## config.mk

```make
export PLATFORM = sky130hd
export DESIGN_NAME = pang_window_sched_flat
export DESIGN_NICKNAME = d
export VERILOG_FILES = /design/src/rtl/pang_window_sched_if.sv /design/src/rtl/pang_window_sched.sv /design/src/flat_wrapper.sv
export SDC_FILE = /design/constraint.sdc
export NUM_CORES = 1
export LEC_CHECK = 0
export ABC_AREA = 1
export ABC_CLOCK_PERIOD_IN_PS = 1710
export CAP_MARGIN = 20
export CORE_ASPECT_RATIO = 0.6
export CORE_MARGIN = 1.5
export CORE_UTILIZATION = 45
export CTS_BUF_LIST = sky130_fd_sc_hd__clkbuf_2 sky130_fd_sc_hd__clkbuf_4 sky130_fd_sc_hd__clkbuf_8
export DETAILED_ROUTE_END_ITERATION = 10
export GPL_TIMING_DRIVEN = 0
export MAX_ROUTING_LAYER = met4
export PLACE_DENSITY = 0.79
export SYNTH_ARGS = -nofsm -noshare
export SYNTH_HDL_FRONTEND = slang
export SYNTH_SLANG_ARGS = --single-unit
```

## constraint.sdc

```tcl
create_clock -name clk -period 1.71 [get_ports clk]
set_clock_uncertainty 0.2 [all_clocks]
set_input_delay 0.342 -clock clk [delete_from_list [all_inputs] [get_ports clk]]
set_output_delay 0.342 -clock clk [all_outputs]
set_load 0.03 [all_outputs]
```

## src/rtl/pang_window_sched_if.sv

```systemverilog
// Request handshakes, walk status and delayed sub-block tags of pang_window_sched.
// master = requester/consumer side, slave = the scheduler.
interface pang_window_sched_if;
  logic       req0_valid;
  logic       req1_valid;
  logic [3:0] req0_start;
  logic [3:0] req1_start;
  logic [3:0] req0_end;
  logic [3:0] req1_end;
  logic       req0_ready;
  logic       req1_ready;
  logic       stall;
  logic [3:0] next_sft;
  logic       zneedfull;
  logic [3:0] zneedpangstartinc;
  logic [3:0] zneedpangendinc;
  logic       blk_valid;
  logic       blk_last;
  logic       blk_owner;
  logic       busy;

  modport master (
    output req0_valid, req1_valid, req0_start, req1_start, req0_end, req1_end, stall,
    input  req0_ready, req1_ready, next_sft, zneedfull, zneedpangstartinc, zneedpangendinc,
    input  blk_valid, blk_last, blk_owner, busy
  );

  modport slave (
    input  req0_valid, req1_valid, req0_start, req1_start, req0_end, req1_end, stall,
    output req0_ready, req1_ready, next_sft, zneedfull, zneedpangstartinc, zneedpangendinc,
    output blk_valid, blk_last, blk_owner, busy
  );
endinterface

```

## src/rtl/pang_window_sched.sv

```systemverilog
// Window scheduler for the 16-way pang-path sub-block mux: round-robin grant, walk, tag delay line.
// Define PANG_SCHED_STALL_EN to honour the stall input; otherwise the walk never pauses.
module pang_window_sched #(
  parameter int PIPE_LAT = 5
) (
  input  logic               clk,
  input  logic               reset,
  pang_window_sched_if.slave bus
);

  typedef enum logic {IDLE = 1'b0, RUN = 1'b1} state_e;

  state_e              state_q, state_d;
  logic [3:0]          sft_q, sft_d;
  logic [3:0]          start_q, start_d;
  logic [3:0]          end_q, end_d;
  logic                owner_q, owner_d;
  logic                prio_q, prio_d;
  logic [PIPE_LAT-1:0] dly_vld_q, dly_vld_d;
  logic [PIPE_LAT-1:0] dly_last_q, dly_last_d;
  logic [PIPE_LAT-1:0] dly_own_q, dly_own_d;
  logic                stall_eff;
  logic                gnt0, gnt1;
  logic                issue, last_issue;

`ifdef PANG_SCHED_STALL_EN
  assign stall_eff = bus.stall;
`else
  logic unused_stall;
  assign unused_stall = bus.stall;
  assign stall_eff    = 1'b0;
`endif

  always_ff @(posedge clk or posedge reset) begin
    if (reset) begin
      state_q    <= IDLE;
      sft_q      <= '0;
      start_q    <= '0;
      end_q      <= '0;
      owner_q    <= 1'b0;
      prio_q     <= 1'b0;
      dly_vld_q  <= '0;
      dly_last_q <= '0;
      dly_own_q  <= '0;
    end else begin
      state_q    <= state_d;
      sft_q      <= sft_d;
      start_q    <= start_d;
      end_q      <= end_d;
      owner_q    <= owner_d;
      prio_q     <= prio_d;
      dly_vld_q  <= dly_vld_d;
      dly_last_q <= dly_last_d;
      dly_own_q  <= dly_own_d;
    end
  end

  // prio_q names the requester that wins a tie; it flips to the other side when a window completes
  always_comb begin
    state_d    = state_q;
    sft_d      = sft_q;
    start_d    = start_q;
    end_d      = end_q;
    owner_d    = owner_q;
    prio_d     = prio_q;
    gnt0       = 1'b0;
    gnt1       = 1'b0;
    issue      = 1'b0;
    last_issue = 1'b0;
    case (state_q)
      IDLE: begin
        gnt0 = bus.req0_valid & (~bus.req1_valid | ~prio_q);
        gnt1 = bus.req1_valid & ~gnt0;
        if (gnt0 | gnt1) begin
          start_d = gnt1 ? bus.req1_start : bus.req0_start;
          end_d   = gnt1 ? bus.req1_end : bus.req0_end;
          sft_d   = start_d;
          owner_d = gnt1;
          state_d = RUN;
        end
      end
      RUN: begin
        if (!stall_eff) begin
          issue = 1'b1;
          if (sft_q == end_q) begin
            last_issue = 1'b1;
            prio_d     = ~owner_q;
            state_d    = IDLE;
          end else begin
            sft_d = sft_q + 4'd1;
          end
        end
      end
      default: state_d = IDLE;
    endcase
  end

  // Tag delay line: shifts every cycle, so a stalled cycle travels down it as a bubble
  always_comb begin
    dly_vld_d     = '0;
    dly_last_d    = '0;
    dly_own_d     = '0;
    dly_vld_d[0]  = issue;
    dly_last_d[0] = last_issue;
    dly_own_d[0]  = issue & owner_q;
    for (int i = 1; i < PIPE_LAT; i++) begin
      dly_vld_d[i]  = dly_vld_q[i-1];
      dly_last_d[i] = dly_last_q[i-1];
      dly_own_d[i]  = dly_own_q[i-1];
    end
  end

  assign bus.req0_ready        = gnt0 & ~reset;
  assign bus.req1_ready        = gnt1 & ~reset;
  assign bus.next_sft          = sft_q;
  assign bus.zneedfull         = issue;
  assign bus.zneedpangstartinc = start_q;
  assign bus.zneedpangendinc   = end_q;
  assign bus.blk_valid         = dly_vld_q[PIPE_LAT-1];
  assign bus.blk_last          = dly_last_q[PIPE_LAT-1];
  assign bus.blk_owner         = dly_own_q[PIPE_LAT-1];
  assign bus.busy              = (state_q == RUN) | (|dly_vld_q);

endmodule

```

## src/flat_wrapper.sv

```systemverilog
// flat-port wrapper written by rule: the top's interface ports become plain ports
module pang_window_sched_flat 
#(
  parameter int PIPE_LAT = 5
)
  (clk, reset, bus_req0_valid, bus_req1_valid, bus_req0_start, bus_req1_start, bus_req0_end, bus_req1_end, bus_stall, bus_req0_ready, bus_req1_ready, bus_next_sft, bus_zneedfull, bus_zneedpangstartinc, bus_zneedpangendinc, bus_blk_valid, bus_blk_last, bus_blk_owner, bus_busy);
  pang_window_sched_if bus_i ();
  input  logic clk;
  input  logic reset;
  input wire logic [$bits(bus_i.req0_valid)-1:0] bus_req0_valid;
  input wire logic [$bits(bus_i.req1_valid)-1:0] bus_req1_valid;
  input wire logic [$bits(bus_i.req0_start)-1:0] bus_req0_start;
  input wire logic [$bits(bus_i.req1_start)-1:0] bus_req1_start;
  input wire logic [$bits(bus_i.req0_end)-1:0] bus_req0_end;
  input wire logic [$bits(bus_i.req1_end)-1:0] bus_req1_end;
  input wire logic [$bits(bus_i.stall)-1:0] bus_stall;
  output wire logic [$bits(bus_i.req0_ready)-1:0] bus_req0_ready;
  output wire logic [$bits(bus_i.req1_ready)-1:0] bus_req1_ready;
  output wire logic [$bits(bus_i.next_sft)-1:0] bus_next_sft;
  output wire logic [$bits(bus_i.zneedfull)-1:0] bus_zneedfull;
  output wire logic [$bits(bus_i.zneedpangstartinc)-1:0] bus_zneedpangstartinc;
  output wire logic [$bits(bus_i.zneedpangendinc)-1:0] bus_zneedpangendinc;
  output wire logic [$bits(bus_i.blk_valid)-1:0] bus_blk_valid;
  output wire logic [$bits(bus_i.blk_last)-1:0] bus_blk_last;
  output wire logic [$bits(bus_i.blk_owner)-1:0] bus_blk_owner;
  output wire logic [$bits(bus_i.busy)-1:0] bus_busy;
  assign bus_i.req0_valid = bus_req0_valid;
  assign bus_i.req1_valid = bus_req1_valid;
  assign bus_i.req0_start = bus_req0_start;
  assign bus_i.req1_start = bus_req1_start;
  assign bus_i.req0_end = bus_req0_end;
  assign bus_i.req1_end = bus_req1_end;
  assign bus_i.stall = bus_stall;
  assign bus_req0_ready = bus_i.req0_ready;
  assign bus_req1_ready = bus_i.req1_ready;
  assign bus_next_sft = bus_i.next_sft;
  assign bus_zneedfull = bus_i.zneedfull;
  assign bus_zneedpangstartinc = bus_i.zneedpangstartinc;
  assign bus_zneedpangendinc = bus_i.zneedpangendinc;
  assign bus_blk_valid = bus_i.blk_valid;
  assign bus_blk_last = bus_i.blk_last;
  assign bus_blk_owner = bus_i.blk_owner;
  assign bus_busy = bus_i.busy;
  pang_window_sched #(.PIPE_LAT(PIPE_LAT)) u_core (.clk(clk), .reset(reset), .bus(bus_i));
endmodule
```

==> reports/metrics.yaml, run 1 <==
outcome:
  status: "finished with violations"
  violations: "negative setup slack"
layout:
  seq_area_um2: 752
  antenna_cells: 0
  drive_gt1_share_pct: 21.2
  syn2layout_area_growth_pct: 49.1
  finalNetCount: 229
  multi_input_area_um2: 470
  nFillCells: 180
global_routing:
  grt_remaining_overflow: 0
  track_usage_pct: 22.9
  grt_max_degree: 31
  antenna_found_initial: 0
  grt_pass1_vias: 1099
  grt_pass1_wl_um: 5110
routing:
  drc: 0
  drtIter0Drc: 57
  first_pass_iters: 4
  drt-total-wl_um: 3180
  vias_per_cell: 4.99
  ant_nets: 0
  vias: 1198
  drt-wirelength-per-cell_um: 13.2
power:
  ir_worst_vdd_mv: 0.825
  power_mw: 3.57
  powerDensity_nw_per_um2: 1860
  p_leak_nw: 1.03
synthesis:
  yosys_warnings: 0
  synth_nets: 173
  syn_area_um2: 1290
  syn_area_per_cell_um2: 8.53
  ys_seq_area_share_pct: 58.3
  ys_types: 19
  synthCells: 151
  ys_ff_latch: 30
floorplan:
  die_h_um: 44.5
  start_util_pct: 49.4
  dieArea_um2: 3200
  core_area_um2: 2610
  die_x_um: 72.1
  num_rows: 14
  num_io_pins: 40
cts:
  cts_made_buffers: 5
  clockBufferDepth: 2
  cts_root_buffer: "clkbuf_8"
  clkTransAtPathRegs_ps: 60
  ctsHoldBuffers: 0
  clock_latency_ps: 270
  cts_tree: "done"
  htree_levels: 2
  cts.sinks: 30
sta:
  hold_violations: 0
  max_freq_mhz: 530
  finalCriticalPeriod_ps: 1890
  worst_pin_slew_ps: 359
  rsz0062_at_grt: "yes"
  relSlewSlack_pct: 76.0
  min_period_over_period_pct: 110
  setup_violations: 2
  whs_ps: 149
  drv_slew: 0
  fin_ws_ps: -178
min_path:
  min_path_type: "flop to flop"
  hold_path_depth: 0
  hold_path_end: "u_core.dly_own_q[1]$_DFF_PP0_"
  worstHoldStart: "u_core.dly_own_q[0]$_DFF_PP0_"
placement:
  portBuffers: 38
  routabilityCongestion: 0.888
  dp_hpwl_um: 2180
worst_setup_path:
  critPathKind: "flop to output pin"
  worst-r2r-cell-count: 9
  regToRegSetupSlack_ps: 90
  critPathCaptureType: "output pin"
  path_max_fanout: 5
  arrival_ps: 1350
  r2r_start: "u_core.prio_q$_DFFE_PP0P_"
  cp-start-kind: "flop"
  r2r-end: "u_core.bus.next_sft[2]$_DFFE_PP0P_"
  required_ps: 1170
run:
  drv_cap: 0
worst max path at each step:
stage	start	to	slack [ps]	cells past startpoint
CTS	u_core.state_q$_DFF_PP0_	bus_req0_ready	-180	5
floorplan	u_core.state_q$_DFF_PP0_	bus_req0_ready	-30	4
global placement	bus_req1_valid	bus_req1_ready	-1140	6
detailed placement	bus_req1_valid	bus_req1_ready	-1140	6
finish	u_core.state_q$_DFF_PP0_	bus_req0_ready	-180	5
global route	u_core.state_q$_DFF_PP0_	bus_req0_ready	-230	5
per-layer routing:
metal	global-route usage, %	part of all wire [%]	vias to the layer above
li1	-	-	581
met1	30.7	45	544
met2	32.2	45	62
met5	-	0	-
met3	6.83	7.9	11
met4	10.6	2.0	0
placed cells by master, fill, tap and decap left out, types with 2 or more instances in the layout:
cell type and instances:
inv_1 19, buf_6 2, clkdlybuf4s50_1 17, nand3_1 11, o21ai_0 5, o22ai_1 4
nor2_1 6, clkbuf_2 4, clkbuf_8 6, nand2_1 56, dfrtp_1 29, inv_2 3
nand2_2 2, buf_4 12, nor2_2 2, a21oi_4 2, dlygate4sd2_1 14
critical path, stage by stage (launching register included):
cell	delay, ps
dfrtp_2	420
buf_8	140
a21oi_4	150
inv_4	60
nor3_4	160
buf_6	150
per-stage QoR:
| stage | area [um^2] | instances | worst slack [ps] | setup TNS [ps] | util [%] |
|---|---|---|---|---|---|
| floorplan | 1320 | 151 | -30.4 | -30.4 | - |
| global placement | 1740 | 221 | -1140 | -14020 | 66.6 |
| detailed placement | 1740 | 221 | -1140 | -15630 | 66.6 |
| CTS | 1880 | 235 | -184 | -366 | 71.9 |
| global route | 1920 | 240 | -230 | -409 | 73.6 |
| finish | 1920 | 240 | -178 | -239 | 73.6 |
cell usage after synthesis:
| cell type | instances | share of area (%) |
|---|---|---|
| a21oi_2 | 2 | 1.4 |
| buf_2 | 1 | 0.39 |
| buf_4 | 1 | 0.58 |
| dfrtp_1 | 30 | 58 |
| ha_1 | 1 | 0.97 |
| inv_1 | 24 | 7.0 |
| nand2_1 | 56 | 16 |
| nand2_2 | 2 | 0.97 |
| nand3_1 | 11 | 4.3 |
| nand3_2 | 1 | 0.78 |
| nand4_1 | 1 | 0.49 |
| nor2_1 | 7 | 2.0 |
| nor2_2 | 1 | 0.49 |
| nor3_1 | 1 | 0.39 |
| nor4_1 | 1 | 0.49 |
| o21ai_0 | 5 | 1.9 |
| o21ai_2 | 1 | 0.68 |
| o22ai_1 | 4 | 1.9 |
| xor2_1 | 1 | 0.68 |
cells by family after synthesis:
group,count (synthesis),synth area share (%)
AO/OA/AOI/OAI,12,5.92
AND/OR/NAND/NOR,81,26.2
XOR/XNOR,1,0.680
adder cells (fa/ha/maj),1,0.971
flip-flops,30,58.3
buffers and inverters,26,7.96
area by class of cell:
cell class / instances / area share [%]
clock buffer: 7 / 4.69
inverter: 24 / 5.01
tap: 32 / 2.08
timing repair buffer: 49 / 23.2
buffer: 2 / 1.17
multi-input combinational: 95 / 24.5
clock inverter: 1 / 0.260
sequential: 30 / 39.1
state kept, by name, indices dropped and copies added (netlist names):
name / cells
u_core.bus.next_sft: 4
u_core.bus.zneedpangendinc: 4
u_core.bus.zneedpangstartinc: 4
u_core.dly_last_q: 5
u_core.dly_own_q: 5
u_core.dly_vld_q: 5
u_core.owner_q: 1
u_core.prio_q: 1
u_core.state_q: 1
repair_timing:
action / 4_1_cts / 5_1_grt
gates cloned: 0 / 0
pin swaps: 3 / 0
setup buffers: 6 / 4
endpoints found under the setup margin: 24 / 6
hold endpoints to repair: 0 / 0
gates resized for setup: 47 / 7
power breakdown:
group / leakage [nW] / internal [mW] / total, mW / switching, mW
registers: 0.368 / 1.05 / 1.28 / 0.236
logic: 0.613 / 0.627 / 1.70 / 1.08
clock network: 0.0517 / 0.340 / 0.586 / 0.246
total: 1.03 / 2.01 / 3.57 / 1.56
Note: power is estimated with default switching activity, not from simulation.
==> run 2: changes to the inputs <==
--- a/config.mk
+++ b/config.mk
@@ -10,12 +10,12 @@
 export CAP_MARGIN = 20
 export CORE_ASPECT_RATIO = 0.6
 export CORE_MARGIN = 1.5
-export CORE_UTILIZATION = 45
-export CTS_BUF_LIST = sky130_fd_sc_hd__clkbuf_2 sky130_fd_sc_hd__clkbuf_4 sky130_fd_sc_hd__clkbuf_8
+export CORE_UTILIZATION = 47
+export CTS_BUF_LIST = sky130_fd_sc_hd__clkbuf_8
 export DETAILED_ROUTE_END_ITERATION = 10
 export GPL_TIMING_DRIVEN = 0
 export MAX_ROUTING_LAYER = met4
-export PLACE_DENSITY = 0.79
+export PLACE_DENSITY = 0.82
 export SYNTH_ARGS = -nofsm -noshare
 export SYNTH_HDL_FRONTEND = slang
 export SYNTH_SLANG_ARGS = --single-unit
==> reports/metrics.yaml, run 2 (synthesis results as in run 1) <==
outcome:
  status: "finished with violations"
  violations: "negative setup slack"
cts:
  cts_tree: "done"
  clockBufferDepth: 2
  cts_root_buffer: "clkbuf_8"
  cts.sinks: 30
  clkTransAtPathRegs_ps: 60
  htree_levels: 2
  cts_made_buffers: 5
  ctsHoldBuffers: 0
  clock_latency_ps: 280
power:
  powerDensity_nw_per_um2: 1850
  power_mw: 3.52
  p_leak_nw: 1.03
  ir_worst_vdd_mv: 0.910
  seqPwrFrac_pct: 36.1
  net-switching-power_mw: 1.58
  internal_power_mw: 1.94
  swShare_pct: 44.9
  combPwrFrac_pct: 48.7
  clkPwrFrac_pct: 15.2
sta:
  rsz0062_at_grt: "yes"
  setup_violations: 2
  hold_violations: 0
  min_period_over_period_pct: 110
  fin_setup_tns_ps: -247
  max_freq_mhz: 533
  finalCriticalPeriod_ps: 1880
  whs_ps: 148
  worst_pin_slew_ps: 636
  drv_slew: 0
  fin_ws_ps: -168
  relSlewSlack_pct: 57.5
worst_setup_path:
  required_ps: 1170
  worst-path-stages: 5
  path_max_fanout: 9
  path_cells: "inv_2 > a21oi_4 > buf_4 > nor3_4 > buf_6"
  critPathCaptureType: "output pin"
  arrival_ps: 1340
  worst-r2r-cell-count: 7
  cpPeakStageDelay_ps: 390
  cp-start-kind: "flop"
  critPathBufInv: 3
  critPathKind: "flop to output pin"
  cp_slowest_cell: "dfrtp_1"
  critPathTopFamily: "buffers and inverters"
placement:
  dp_hpwl_um: 2080
  preCtsSetupSlack_ps: -1150
  portBuffers: 38
  numPlacedInstances: 221
  routabilityCongestion: 0.876
  placed_cell_area_um2: 1740
routing:
  drt-total-wl_um: 3340
  drtIter0Drc: 83
  ant_nets: 0
  drc: 0
  vias: 1181
  drt-wirelength-per-cell_um: 14.0
  first_pass_iters: 5
  vias_per_cell: 4.94
min_path:
  min_path_type: "flop to flop"
  hold_path_depth: 0
global_routing:
  grt_pass1_vias: 1198
  grt_max_degree: 31
  grt_remaining_overflow: 0
  antenna_found_initial: 0
  grt_pass1_wl_um: 5400
  track_usage_pct: 24.8
layout:
  nFillCells: 184
  final_cell_mix: "nand2_1 (55), dfrtp_1 (29), inv_1 (21)"
  drive_gt1_share_pct: 19.3
  fin_util_pct: 74.4
  finalNonFillerCells: 239
  finalNetCount: 228
  antenna_cells: 0
  syn2layout_area_growth_pct: 47.6
  mostFrequentLayoutCell: "nand2_1"
  design_area_um2: 1900
  reg_top3: "u_core.dly_last_q x5, u_core.dly_own_q x5, u_core.dly_vld_q x5"
floorplan:
  start_util_pct: 50.4
  die_h_um: 43.6
  core_area_um2: 2560
  die_x_um: 70.6
  dieArea_um2: 3080
  num_io_pins: 40
  num_rows: 14
run:
  drv_cap: 0
==> run 2: layer usage <==
layer	vias up	track usage [%]	wire length, um
li1	577	-	-
met1	531	32.7	1590
met2	58	33.0	1410
met3	15	7.67	220
met4	0	16.2	123
met5	-	-	0
==> run 2: worst paths after layout <==
kind	start	to	slack [ps]
min reg2reg	u_core.dly_own_q[3]$_DFF_PP0_	u_core.dly_own_q[4]$_DFF_PP0_	150
min in group asynchronous	reset	u_core.bus.zneedpangstartinc[1]$_DFFE_PP0P_	380
max in group asynchronous	reset	u_core.state_q$_DFF_PP0_	420
max	u_core.prio_q$_DFFE_PP0P_	bus_req0_ready	-170
min	u_core.dly_own_q[3]$_DFF_PP0_	u_core.dly_own_q[4]$_DFF_PP0_	150
max reg2reg	u_core.prio_q$_DFFE_PP0P_	u_core.bus.next_sft[3]$_DFFE_PP0P_	50
==> run 2: layout make-up <==
| cell class | instances | area [um^2] | area share [%] |
|---|---|---|---|
| Sequential cell | 30 | 752 | 39.5 |
| Multi-Input combinational cell | 95 | 467 | 24.5 |
| Timing Repair Buffer | 48 | 445 | 23.4 |
| Inverter | 24 | 96.3 | 5.07 |
| Clock buffer | 5 | 68.8 | 3.62 |
| Tap cell | 32 | 40.0 | 2.11 |
| Buffer | 2 | 18.8 | 0.987 |
| Clock inverter | 3 | 13.8 | 0.724 |
==> run 2: what timing repair did <==
item                                    in CTS  in global routing
setup buffers                                6                  3
endpoints found under the setup margin      54                  9
hold endpoints to repair                     0                  0
gates resized for setup                     45                  6
pin swaps                                    3                  0
==> run 2: power by group through the flow <==
stage / combinational, mW / clock [mW] / sequential [mW]
global route: 1.86 / 0.574 / 1.30
finish: 1.72 / 0.536 / 1.27
CTS: 1.65 / 0.545 / 1.26
global placement: 1.60 / 0 / 1.26
floorplan: 0.705 / 0 / 1.59
detailed placement: 1.64 / 0 / 1.28
